## src/rtl/pipe_hazard_ctrl_pkg.sv

```systemverilog
// Shared FSM state type and operand-forward select encodings for the hazard controller.
// Latency: n/a (types and constants only).
// Backpressure: n/a.
package pipe_hazard_ctrl_pkg;

   typedef enum logic [0:0] {
      ST_RUN   = 1'b0,
      ST_DWAIT = 1'b1
   } state_t;

   // Operand source select driven to the ID-stage bypass muxes
   localparam logic [2:0] SEL_REG     = 3'b000;
   localparam logic [2:0] SEL_EXE_ALU = 3'b001;
   localparam logic [2:0] SEL_MEM_ALU = 3'b010;
   localparam logic [2:0] SEL_MEM_DIN = 3'b011;
   localparam logic [2:0] SEL_WB      = 3'b100;

endpackage

```

## src/rtl/pipe_hazard_ctrl_fwd_select.sv

```systemverilog
// One operand's bypass priority compare: youngest matching producer wins (EXE, MEM, WB).
// Latency: purely combinational.
// Backpressure: none; the select is recomputed every cycle from the stage tags.
module fwd_select
   import pipe_hazard_ctrl_pkg::*;
#(
   parameter int REG_AW = 5,
   parameter int FWD_WB = 1
) (
   input  logic              i_used,
   input  logic [REG_AW-1:0] i_addr,
   input  logic              i_wen_exe,
   input  logic              i_ren_exe,
   input  logic [REG_AW-1:0] i_addr_exe,
   input  logic              i_wen_mem,
   input  logic              i_ren_mem,
   input  logic [REG_AW-1:0] i_addr_mem,
   input  logic              i_wen_wb,
   input  logic [REG_AW-1:0] i_addr_wb,
   output logic [2:0]        o_sel
);

   logic w_hit_exe;
   logic w_hit_mem;
   logic w_hit_wb;

   // A load in EXE has no data yet, so it never bypasses from EXE
   assign w_hit_exe = i_used && i_wen_exe && !i_ren_exe &&
                      (i_addr_exe != '0) && (i_addr_exe == i_addr);
   assign w_hit_mem = i_used && i_wen_mem && (i_addr_mem != '0) && (i_addr_mem == i_addr);
   assign w_hit_wb  = i_used && (FWD_WB != 0) && i_wen_wb &&
                      (i_addr_wb != '0) && (i_addr_wb == i_addr);

   // Priority select: nearest stage holds the newest value of the register
   always_comb begin
      o_sel = SEL_REG;
      if (w_hit_exe) begin
         o_sel = SEL_EXE_ALU;
      end else if (w_hit_mem) begin
         o_sel = i_ren_mem ? SEL_MEM_DIN : SEL_MEM_ALU;
      end else if (w_hit_wb) begin
         o_sel = SEL_WB;
      end
   end

endmodule

```

## src/rtl/pipe_hazard_ctrl.sv

```systemverilog
// Stall/flush/forward controller for the 5-stage pipeline with multi-cycle memory waits.
// Latency: stage controls and forward selects are combinational; state/counters update per clock.
// Backpressure: a pending data access freezes every stage until ack or timeout; fetch wait stalls IF/ID.
module pipe_hazard_ctrl
   import pipe_hazard_ctrl_pkg::*;
#(
   parameter int REG_AW      = 5,
   parameter int DELAY_SLOT  = 0,
   parameter int FWD_WB      = 1,
   parameter int MEM_TIMEOUT = 64,
   parameter int CNT_W       = 32
) (
   input  logic              i_clk,
   input  logic              i_rst,
   input  logic              i_id_valid,
   input  logic              i_rs_used,
   input  logic              i_rt_used,
   input  logic [REG_AW-1:0] i_addr_rs,
   input  logic [REG_AW-1:0] i_addr_rt,
   input  logic              i_redirect,
   input  logic              i_wb_wen_exe,
   input  logic              i_mem_ren_exe,
   input  logic [REG_AW-1:0] i_regw_addr_exe,
   input  logic              i_wb_wen_mem,
   input  logic              i_mem_ren_mem,
   input  logic [REG_AW-1:0] i_regw_addr_mem,
   input  logic              i_wb_wen_wb,
   input  logic [REG_AW-1:0] i_regw_addr_wb,
   input  logic              i_inst_req,
   input  logic              i_inst_ack,
   input  logic              i_mem_req,
   input  logic              i_mem_ack,
   output logic              o_if_en,
   output logic              o_id_en,
   output logic              o_exe_en,
   output logic              o_mem_en,
   output logic              o_wb_en,
   output logic              o_if_rst,
   output logic              o_id_rst,
   output logic              o_exe_rst,
   output logic              o_mem_rst,
   output logic              o_wb_rst,
   output logic [2:0]        o_fwd_a,
   output logic [2:0]        o_fwd_b,
   output logic              o_reg_stall,
   output logic              o_mem_err,
   output logic [CNT_W-1:0]  o_stall_cycles
);

   localparam int WAIT_W = (MEM_TIMEOUT > 1) ? $clog2(MEM_TIMEOUT) : 1;
   localparam logic [WAIT_W-1:0] WAIT_LAST = WAIT_W'((MEM_TIMEOUT > 0) ? MEM_TIMEOUT - 1 : 0);

   state_t              r_state;
   state_t              w_state_nxt;
   logic [WAIT_W-1:0]   r_wait_cnt;
   logic [WAIT_W-1:0]   w_wait_nxt;
   logic                r_mem_err;
   logic                w_mem_err_nxt;
   logic [CNT_W-1:0]    r_stall_cnt;
   logic                w_freeze;
   logic                w_timeout;
   logic                w_load_use;
   logic                w_redirect;
   logic                w_inst_wait;
   logic [2:0]          w_fwd_a;
   logic [2:0]          w_fwd_b;

   assign w_timeout   = (MEM_TIMEOUT != 0) && (r_wait_cnt == WAIT_LAST);
   assign w_redirect  = i_id_valid && i_redirect;
   assign w_inst_wait = i_inst_req && !i_inst_ack;
   assign w_load_use  = i_id_valid && i_wb_wen_exe && i_mem_ren_exe && (i_regw_addr_exe != '0) &&
                        ((i_rs_used && (i_addr_rs == i_regw_addr_exe)) ||
                         (i_rt_used && (i_addr_rt == i_regw_addr_exe)));

   fwd_select #(.REG_AW(REG_AW), .FWD_WB(FWD_WB)) u_fwd_a (
      .i_used     (i_rs_used),
      .i_addr     (i_addr_rs),
      .i_wen_exe  (i_wb_wen_exe),
      .i_ren_exe  (i_mem_ren_exe),
      .i_addr_exe (i_regw_addr_exe),
      .i_wen_mem  (i_wb_wen_mem),
      .i_ren_mem  (i_mem_ren_mem),
      .i_addr_mem (i_regw_addr_mem),
      .i_wen_wb   (i_wb_wen_wb),
      .i_addr_wb  (i_regw_addr_wb),
      .o_sel      (w_fwd_a)
   );

   fwd_select #(.REG_AW(REG_AW), .FWD_WB(FWD_WB)) u_fwd_b (
      .i_used     (i_rt_used),
      .i_addr     (i_addr_rt),
      .i_wen_exe  (i_wb_wen_exe),
      .i_ren_exe  (i_mem_ren_exe),
      .i_addr_exe (i_regw_addr_exe),
      .i_wen_mem  (i_wb_wen_mem),
      .i_ren_mem  (i_mem_ren_mem),
      .i_addr_mem (i_regw_addr_mem),
      .i_wen_wb   (i_wb_wen_wb),
      .i_addr_wb  (i_regw_addr_wb),
      .o_sel      (w_fwd_b)
   );

   // Next-state and stage controls: reset, then freeze, then redirect > load-use > fetch wait
   always_comb begin
      w_state_nxt   = r_state;
      w_wait_nxt    = r_wait_cnt;
      w_mem_err_nxt = r_mem_err;
      w_freeze      = 1'b0;
      o_if_en       = 1'b1;
      o_id_en       = 1'b1;
      o_exe_en      = 1'b1;
      o_mem_en      = 1'b1;
      o_wb_en       = 1'b1;
      o_if_rst      = 1'b0;
      o_id_rst      = 1'b0;
      o_exe_rst     = 1'b0;
      o_mem_rst     = 1'b0;
      o_wb_rst      = 1'b0;
      o_reg_stall   = 1'b0;

      case (r_state)
         ST_RUN: begin
            if (i_mem_req && !i_mem_ack) begin
               w_freeze    = 1'b1;
               w_state_nxt = ST_DWAIT;
               w_wait_nxt  = '0;
            end
         end
         ST_DWAIT: begin
            if (i_mem_ack) begin
               w_state_nxt = ST_RUN;
               w_wait_nxt  = '0;
            end else if (w_timeout) begin
               w_state_nxt   = ST_RUN;
               w_wait_nxt    = '0;
               w_mem_err_nxt = 1'b1;
            end else begin
               w_freeze   = 1'b1;
               w_wait_nxt = r_wait_cnt + WAIT_W'(1);
            end
         end
         default: begin
            w_state_nxt = ST_RUN;
         end
      endcase

      if (i_rst) begin
         {o_if_en, o_id_en, o_exe_en, o_mem_en, o_wb_en}      = 5'b00000;
         {o_if_rst, o_id_rst, o_exe_rst, o_mem_rst, o_wb_rst} = 5'b11111;
      end else if (w_freeze) begin
         // Holding wb_en low keeps the register write from repeating while frozen
         {o_if_en, o_id_en, o_exe_en, o_mem_en, o_wb_en} = 5'b00000;
      end else if (w_redirect) begin
         // IF loads the target; any outstanding fetch is simply dropped
         if (DELAY_SLOT == 0) begin
            o_id_rst = 1'b1;
         end
      end else if (w_load_use) begin
         o_reg_stall = 1'b1;
         o_if_en     = 1'b0;
         o_id_en     = 1'b0;
         o_exe_rst   = 1'b1;
      end else if (w_inst_wait) begin
         o_if_en   = 1'b0;
         o_id_en   = 1'b0;
         o_exe_rst = 1'b1;
      end
   end

   assign o_fwd_a        = i_rst ? SEL_REG : w_fwd_a;
   assign o_fwd_b        = i_rst ? SEL_REG : w_fwd_b;
   assign o_mem_err      = r_mem_err && !i_rst;
   assign o_stall_cycles = i_rst ? '0 : r_stall_cnt;

   // State, wait counter, sticky error and saturating stall counter
   always_ff @(posedge i_clk) begin
      if (i_rst) begin
         r_state     <= ST_RUN;
         r_wait_cnt  <= '0;
         r_mem_err   <= 1'b0;
         r_stall_cnt <= '0;
      end else begin
         r_state    <= w_state_nxt;
         r_wait_cnt <= w_wait_nxt;
         r_mem_err  <= w_mem_err_nxt;
         if (!o_if_en && (r_stall_cnt != '1)) begin
            r_stall_cnt <= r_stall_cnt + CNT_W'(1);
         end
      end
   end

endmodule

```

## config.mk

```make
export PLATFORM = sky130hd
export DESIGN_NAME = pipe_hazard_ctrl
export DESIGN_NICKNAME = d
export VERILOG_FILES = /design/src/rtl/pipe_hazard_ctrl_pkg.sv /design/src/rtl/pipe_hazard_ctrl_fwd_select.sv /design/src/rtl/pipe_hazard_ctrl.sv
export SDC_FILE = /design/constraint.sdc
export NUM_CORES = 1
export LEC_CHECK = 0
export CORE_UTILIZATION = 26
export DETAILED_ROUTE_END_ITERATION = 6
export GPL_TIMING_DRIVEN = 0
export SYNTH_ARGS = -nofsm -noshare
export SYNTH_HDL_FRONTEND = slang
export SYNTH_SLANG_ARGS = --single-unit
```

## constraint.sdc

```tcl
create_clock -name i_clk -period 2.9 [get_ports i_clk]
set_input_delay 0.725 -clock i_clk [delete_from_list [all_inputs] [get_ports i_clk]]
set_output_delay 0.725 -clock i_clk [all_outputs]
set_load 0.01 [all_outputs]
```

==> metrics.md, run 1 <==
| Metric | Value |
|---|---|
| Headroom to the max-slew limit | 0.460 |
| Post-Place Cells | 570 |
| Vias in the first global route | 2930 |
| Clk Latency, worst-skew pair | 0.30 ns |
| Period utilization | 1.09 |
| # clock sinks | 40 |
| Pwr Total | 1.48 mW |
| Routed vias/inst | 5.02 |
| Largest net degree at the start of global routing | 14 |
| Port bufs | 89 |
| Crit path cell chain | buf_8 > xor2_2 > nor4_2 > nand3_2 > a2111oi_4 > buf_4 > nor2_4 > buf_6 > buf_6 > buf_6 |
| Synth Flop Type | dfxtp_1 |
| RSZ-0062 raised after global routing | true |
| Post-Route Utilization | 0.431 |
| Pleak | 1.74 nW |
| Final worst setup slack | -0.270 ns |
| Area of the core | 10400 um2 |
| Violated checks | setup timing |
| Synth top area share | 0.288 |
| Crit path DAT | 2.45 ns |
| Worst hold stages | 2 |
| Critical path's slowest cell | a2111oi_4 |
| Post-DP HPWL | 6620 um |
| Final #Nets | 502 |
| Worst-path fanout max | 3 |
| Reg clk slew, reported paths | 0.08 ns |
| Number of synthesized register bits | 40 |
| Final setup viols | 8 |
| Worst Clk Skew | 0.00418 ns |
| Status | finished with violations |
| Synthesized area per cell | 8.07 um2 |
| Sequential area share after synthesis | 0.288 |
| CTS tree | yes |
| Fmax | 315 MHz |
| CP required | 2.17 ns |
| Worst r2r dst | r_stall_cnt[5] |
| Final wirelength | 9060 um |
| Fin Hold WS | 0.482 ns |
| R2r startpoint | r_stall_cnt[4] |
| Syn_nets | 387 |
| Post-synth EDFFs | 0 |
| Root Driver | clkbuf_8 |
| Layout Cells excl Fill | 597 |
| Highest cell delay on the worst timing path | 0.36 ns |
| Placer Congestion | 0.842 |
| Fin. max-slew vios | 0 |
| Footprint of the multi-input gates | 2160 um2 |
| Drt drc | 0 |
| Power Dens Cells | 330 nW/um2 |
| Post-Syn Instances | 345 |
| Max VDD drop | 0.260 mV |
| Worst Reg-to-Reg Cells | 8 |
| Die area | 11100 um2 |
| I/O Pins | 90 |
| # fillers | 1051 |
| # Max-Cap Violations | 0 |
| Tmin final | 3.17 ns |
| Area growth from synthesis to layout | 60.6% |
| Mapped Area | 2780 um2 |
| DR vias | 2998 |
| Die Span X | 105 um |
| Post-DP Area | 3850 um2 |
| Hold Path End | r_mem_err |
| Layout cells sized above 1 | 0.273 |
| Cell Rows | 37 |
| Hold Fails Final Rpt | 0 |
| Total track usage | 0.163 |
| Hold_sp | r_mem_err |
| Count of cell types in the netlist | 48 |
| Area leader, netlist | dfxtp_1 |
| Slew @ Worst Pin | 0.809 ns |
| Reg area | 801 um2 |
| Type of origin of the critical path | primary input |
| Grt total ovfl | 0 |
| Ant diodes | 0 |
| Critical path capture point type | output port |
| Ys async rst share | 0 |
| Setup Crit Path Kind | in -> out |
| Initial core utilization | 0.268 |
| Worst-case clock buffer depth | 2 |
| Initial antenna violation count | 0 |
| DRT iter0 DRCs | 142 |
| Drt pass-1 iters | 4 |
| Design Area, Final | 4470 um2 |
| Reg2reg setup slack | 0.15 ns |
| Die Y | 105 um |
| First-pass GRT wire length | 14500 um |
| Area contributors post-synth | dfxtp_1, xor2_1, nor2b_1 |
| TritonCTS Buffers | 5 |
| Most used cell, CP | buf_6 |
| WL/cell | 15.2 um |
| H-tree depth | 2 |
| YS warnings | 0 |
| Worst hold path type | reg -> reg |
| Post-route ant nets | 0 |
[flip-flops by register name (all words and copies together) (netlist names)]
register and cells:
r_wait_cnt 6, r_state 1, r_mem_err 1, r_stall_cnt 32
[worst max path at each step]
stage | from | end | slack (ns) | depth (start not counted)
floorplan | i_addr_rt[1] | o_if_en | -0.16 | 7
global placement | i_addr_rt[1] | o_if_en | -1.58 | 9
detailed placement | i_addr_rt[2] | o_if_en | -1.61 | 9
CTS | i_regw_addr_exe[3] | o_if_en | -0.22 | 10
global route | i_regw_addr_exe[1] | o_if_en | -0.34 | 10
finish | i_regw_addr_exe[1] | o_if_en | -0.27 | 10
[logic make-up after synthesis]
kind of cell	synth area share
compound gates	0.134
xor+xnor	0.132
fa+ha+maj	0.00899
buf+inv	0.0463
flops	0.288
mux	0.0364
simple gates	0.355
[metal layers]
metal,track usage,vias to the layer above,share of wire
met1,0.201,1400,0.44
met5,0,-,0
li1,-,1477,-
met4,0.0543,0,0.018
met3,0.0359,12,0.065
met2,0.277,109,0.48
[metrics by stage]
| step | setup WS (ns) | setup TNS [ns] |
|---|---|---|
| after floorplan | -0.165 | -0.216 |
| after global placement | -1.58 | -57.12 |
| after detailed placement | -1.61 | -58.83 |
| after CTS | -0.215 | -0.652 |
| after global routing | -0.335 | -2.42 |
| final | -0.270 | -1.13 |
[cell type report]
class                           instances  area share
Buffer                                 19      0.0339
Multi-Input combinational cell        281       0.482
Inverter                                5     0.00420
Sequential cell                        40       0.179
Tap cell                              136      0.0381
Clock inverter                          3      0.0202
Clock buffer                            5      0.0154
Timing Repair Buffer                  108       0.227
[Yosys cell counts, drive strengths merged (4+ instances only)]
library cell	instances
dfxtp	40
nor2	40
xor2	35
nor2b	33
a21oi	17
nand3	17
nand2	14
or4	13
nand4	12
nor4	12
nor3	11
o21ai	11
buf	10
clkbuf	9
mux2	9
o31ai	9
xnor2	7
and3	6
or3	6
inv	5
o2111ai	4
[critical path, delay by kind of cell]
family / cells / cell delay [ns]
simple gates: 3 / 0.56
xor+xnor: 1 / 0.17
compound gates: 1 / 0.36
buf+inv: 5 / 0.62
[power breakdown]
group / internal (mW) / switching, mW
Sequential: 0.555 / 0.00784
Combinational: 0.137 / 0.145
Clock: 0.430 / 0.201
[what timing repair did]
action,CTS,global route
pin swaps,18,25
buffers inserted,12,6
hold buffers,0,0
gates cloned,0,1
gates resized for setup,179,46
endpoints found under the setup margin,77,43
[cells in the final DEF (no fill, tap or decap), drive strengths merged, types with 7 or more instances in the layout]
cell type      Yosys  final
buf               10     53
clkdlybuf4s50      0     41
dfxtp             40     40
nor2              40     40
xor2              35     35
nor2b             33     33
a21oi             17     17
nand3             17     17
dlygate4sd2        0     16
nand2             14     14
or4               13     13
clkbuf             9     13
nand4             12     12
nor4              12     12
o21ai             11     11
nor3              11     11
o31ai              9      9
mux2               9      9
xnor2              7      7
No activity file was read; power rests on OpenSTA's default activity.
==> run 2, diff against run 1 <==
--- a/config.mk
+++ b/config.mk
@@ -5,6 +5,7 @@
 export SDC_FILE = /design/constraint.sdc
 export NUM_CORES = 1
 export LEC_CHECK = 0
+export CAP_MARGIN = 5
 export CORE_UTILIZATION = 26
 export DETAILED_ROUTE_END_ITERATION = 6
 export GPL_TIMING_DRIVEN = 0
==> results of run 2 <==
Same layout as run 1: the final DEF is identical, and so are final timing and power.
==> run 3, diff against run 2 <==
--- a/config.mk
+++ b/config.mk
@@ -7,6 +7,7 @@
 export LEC_CHECK = 0
 export CAP_MARGIN = 5
 export CORE_UTILIZATION = 26
+export CTS_CLUSTER_DIAMETER = 50
 export DETAILED_ROUTE_END_ITERATION = 6
 export GPL_TIMING_DRIVEN = 0
 export SYNTH_ARGS = -nofsm -noshare
==> results of run 3 <==
Same layout as run 1: the final DEF is identical, and so are final timing and power.
==> edit: new RTL, flow settings as in run 2 <==
`CNT_W`: 32 -> 40.
--- a/src/rtl/pipe_hazard_ctrl.sv
+++ b/src/rtl/pipe_hazard_ctrl.sv
@@ -9,5 +9,5 @@
    parameter int FWD_WB      = 1,
    parameter int MEM_TIMEOUT = 64,
-   parameter int CNT_W       = 32
+   parameter int CNT_W       = 40
 ) (
    input  logic              i_clk,
Interface: changed (resized o_stall_cycles); port bits go from 90 to 98. No check against the original RTL was run, so the function may have changed too.
==> edit against run 2 <==
- maximum frequency grew 3.5%
- cell area grew 13%
- wire length grew 20%
- worst setup slack gained 0.11 ns
- register-to-register slack gained 0.02 ns
- total power grew 6.5%
- synthesized area grew 14%
- the flow still finishes with violations (setup timing)
- sequential cell count grew 8
==> edit: results <==
group,metric,value,unit
worst_hold_path,min_path_cells,2,
routing,dr_total_vias,3419,
timing,setup_tns,-0.453,ns
power,ir_drop,211,µV
placement,dp_cells,649,
placement,hpwl,7.72,mm
timing,whs,0.471,ns
logic_synthesis,syn_nets,447,
status,status,"finished with violations",
cts,clockBufferDepth,2,
global_route,track_usage,16.8,%
critical_path,rrSetupSlack,0.17,ns
cts,clk_latency,0.29,ns
timing,finalSetupViolCount,4,
timing,worst_slack,-0.162,ns
global_route,grt_pass1_wl,16.9,mm
critical_path,r2r_start,"r_stall_cnt[18]",
logic_synthesis,yosysSeqAreaShare,30.2,%
critical_path,critPathMaxFanout,4,
power,leakage,1.98,nW
layout,nets,573,
logic_synthesis,synthCells,405,
critical_path,r2r-end,"r_stall_cnt[2]",
timing,fin_skew,0.00659,ns
timing,slew_headroom,63.2,%
critical_path,reg2regPathDepth,9,
critical_path,max_stage_delay,0.30,ns
logic_synthesis,yosys.cell_types.count,43,
placement,gp_congestion,0.833,
logic_synthesis,synth.area.top_cells,"dfxtp_1, xor2_1, mux2_2, nor2b_1, nor2_1",
routing,routed_via_density,5.04,
cts,htree_levels,2,
status,violations,"setup timing",
layout,top_regs,"r_stall_cnt (40), r_wait_cnt (6)",
routing,drt-initial-drc-count,102,
layout,fill_cells,1193,
global_route,grt_max_degree,15,
critical_path,crit_arrival,2.34,ns
placement,port_buffers,97,
routing,wl,10.9,mm
layout,drive_gt1_share,27.7,%
logic_synthesis,synth_common_cells,"nor2_1, dfxtp_1, nor2b_1",
cts,cts_root_buffer,"clkbuf_16",
routing,firstDrtPassIters,4,
-- edit: cell types whose count changed in the layout (fill, tap and decap cells not counted), sizes merged, moves of 5 or more --
cell and delta:
dlygate4sd2 +6, inv +5, dfxtp +8, mux2 +14, nor2 +15, nor3 +7, clkdlybuf4s50 +5, nand2 +11
a21oi -5, nand3 +5
-- edit: tightest hold or removal path: stages, from the launching register on --
cell and delay (ns):
dfxtp_1 0.33, a41oi_1 0.04, nor2_1 0.07
-- edit: layout make-up --
class | count | area share, %
clock buffers | 6 | 2.76
plain buffers | 21 | 3.68
multi-input cells | 325 | 47.8
inverters | 10 | 0.746
flip-flops and latches | 48 | 19.1
repair buffers | 120 | 22.1
clock inverters | 1 | 0.174
well taps | 147 | 3.65
-- edit: per-stage QoR --
stage          power (mW)  instance area [µm²]  utilization, %  setup slack (ns)
2_1_floorplan       0.803                 3190               -            0.0141
3_5_place_dp        0.936                 4340            36.3             -1.74
3_3_place_gp        0.931                 4340            36.3             -1.76
4_1_cts              1.56                 4760            39.8            -0.173
6_report             1.57                 5030            42.1            -0.162
5_1_grt              1.63                 5030            42.1            -0.271
-- edit: worst max-delay path by stage --
stage / start / endpoint / slack (ns)
2_1_floorplan: i_addr_rt[1] / o_if_en / 0.01
3_3_place_gp: i_rst / o_stall_cycles[9] / -1.76
3_5_place_dp: i_rst / o_stall_cycles[9] / -1.74
4_1_cts: i_regw_addr_exe[3] / o_if_en / -0.17
5_1_grt: i_addr_rt[2] / o_if_en / -0.27
6_report: i_addr_rt[3] / o_if_en / -0.16
-- edit: logic make-up (layout without fill, tap and decap cells) --
kind of cell / after synthesis / in the layout / share of synthesized area (%)
simple gates: 217 / 217 / 36.0
compound gates: 45 / 45 / 9.63
mux: 23 / 23 / 8.14
fa+ha+maj: 2 / 2 / 0.786
xor+xnor: 38 / 38 / 10.5
flops: 48 / 48 / 30.2
buf+inv: 32 / 158 / 4.80
-- edit: what timing repair did --
action | in CTS | in global routing
endpoints found under the setup margin | 97 | 48
gates resized for setup | 206 | 51
pin swaps | 25 | 19
gates cloned | 1 | 0
setup buffers | 17 | 8
-- edit: power by group --
| group | switching [mW] | internal, mW | total (mW) | leakage, nW |
|---|---|---|---|---|
| registers | 0.00953 | 0.666 | 0.675 | 0.387 |
| logic | 0.154 | 0.147 | 0.301 | 1.52 |
| clock network | 0.256 | 0.340 | 0.596 | 0.0729 |
| total | 0.419 | 1.15 | 1.57 | 1.98 |
-- edit: layer usage --
layer,wire (µm),share of wire [%],GRT usage (%)
met1,4930,45,21.2
met2,5210,48,28.7
met3,427,3.9,2.75
met4,315,2.9,6.22
met5,0,0,0
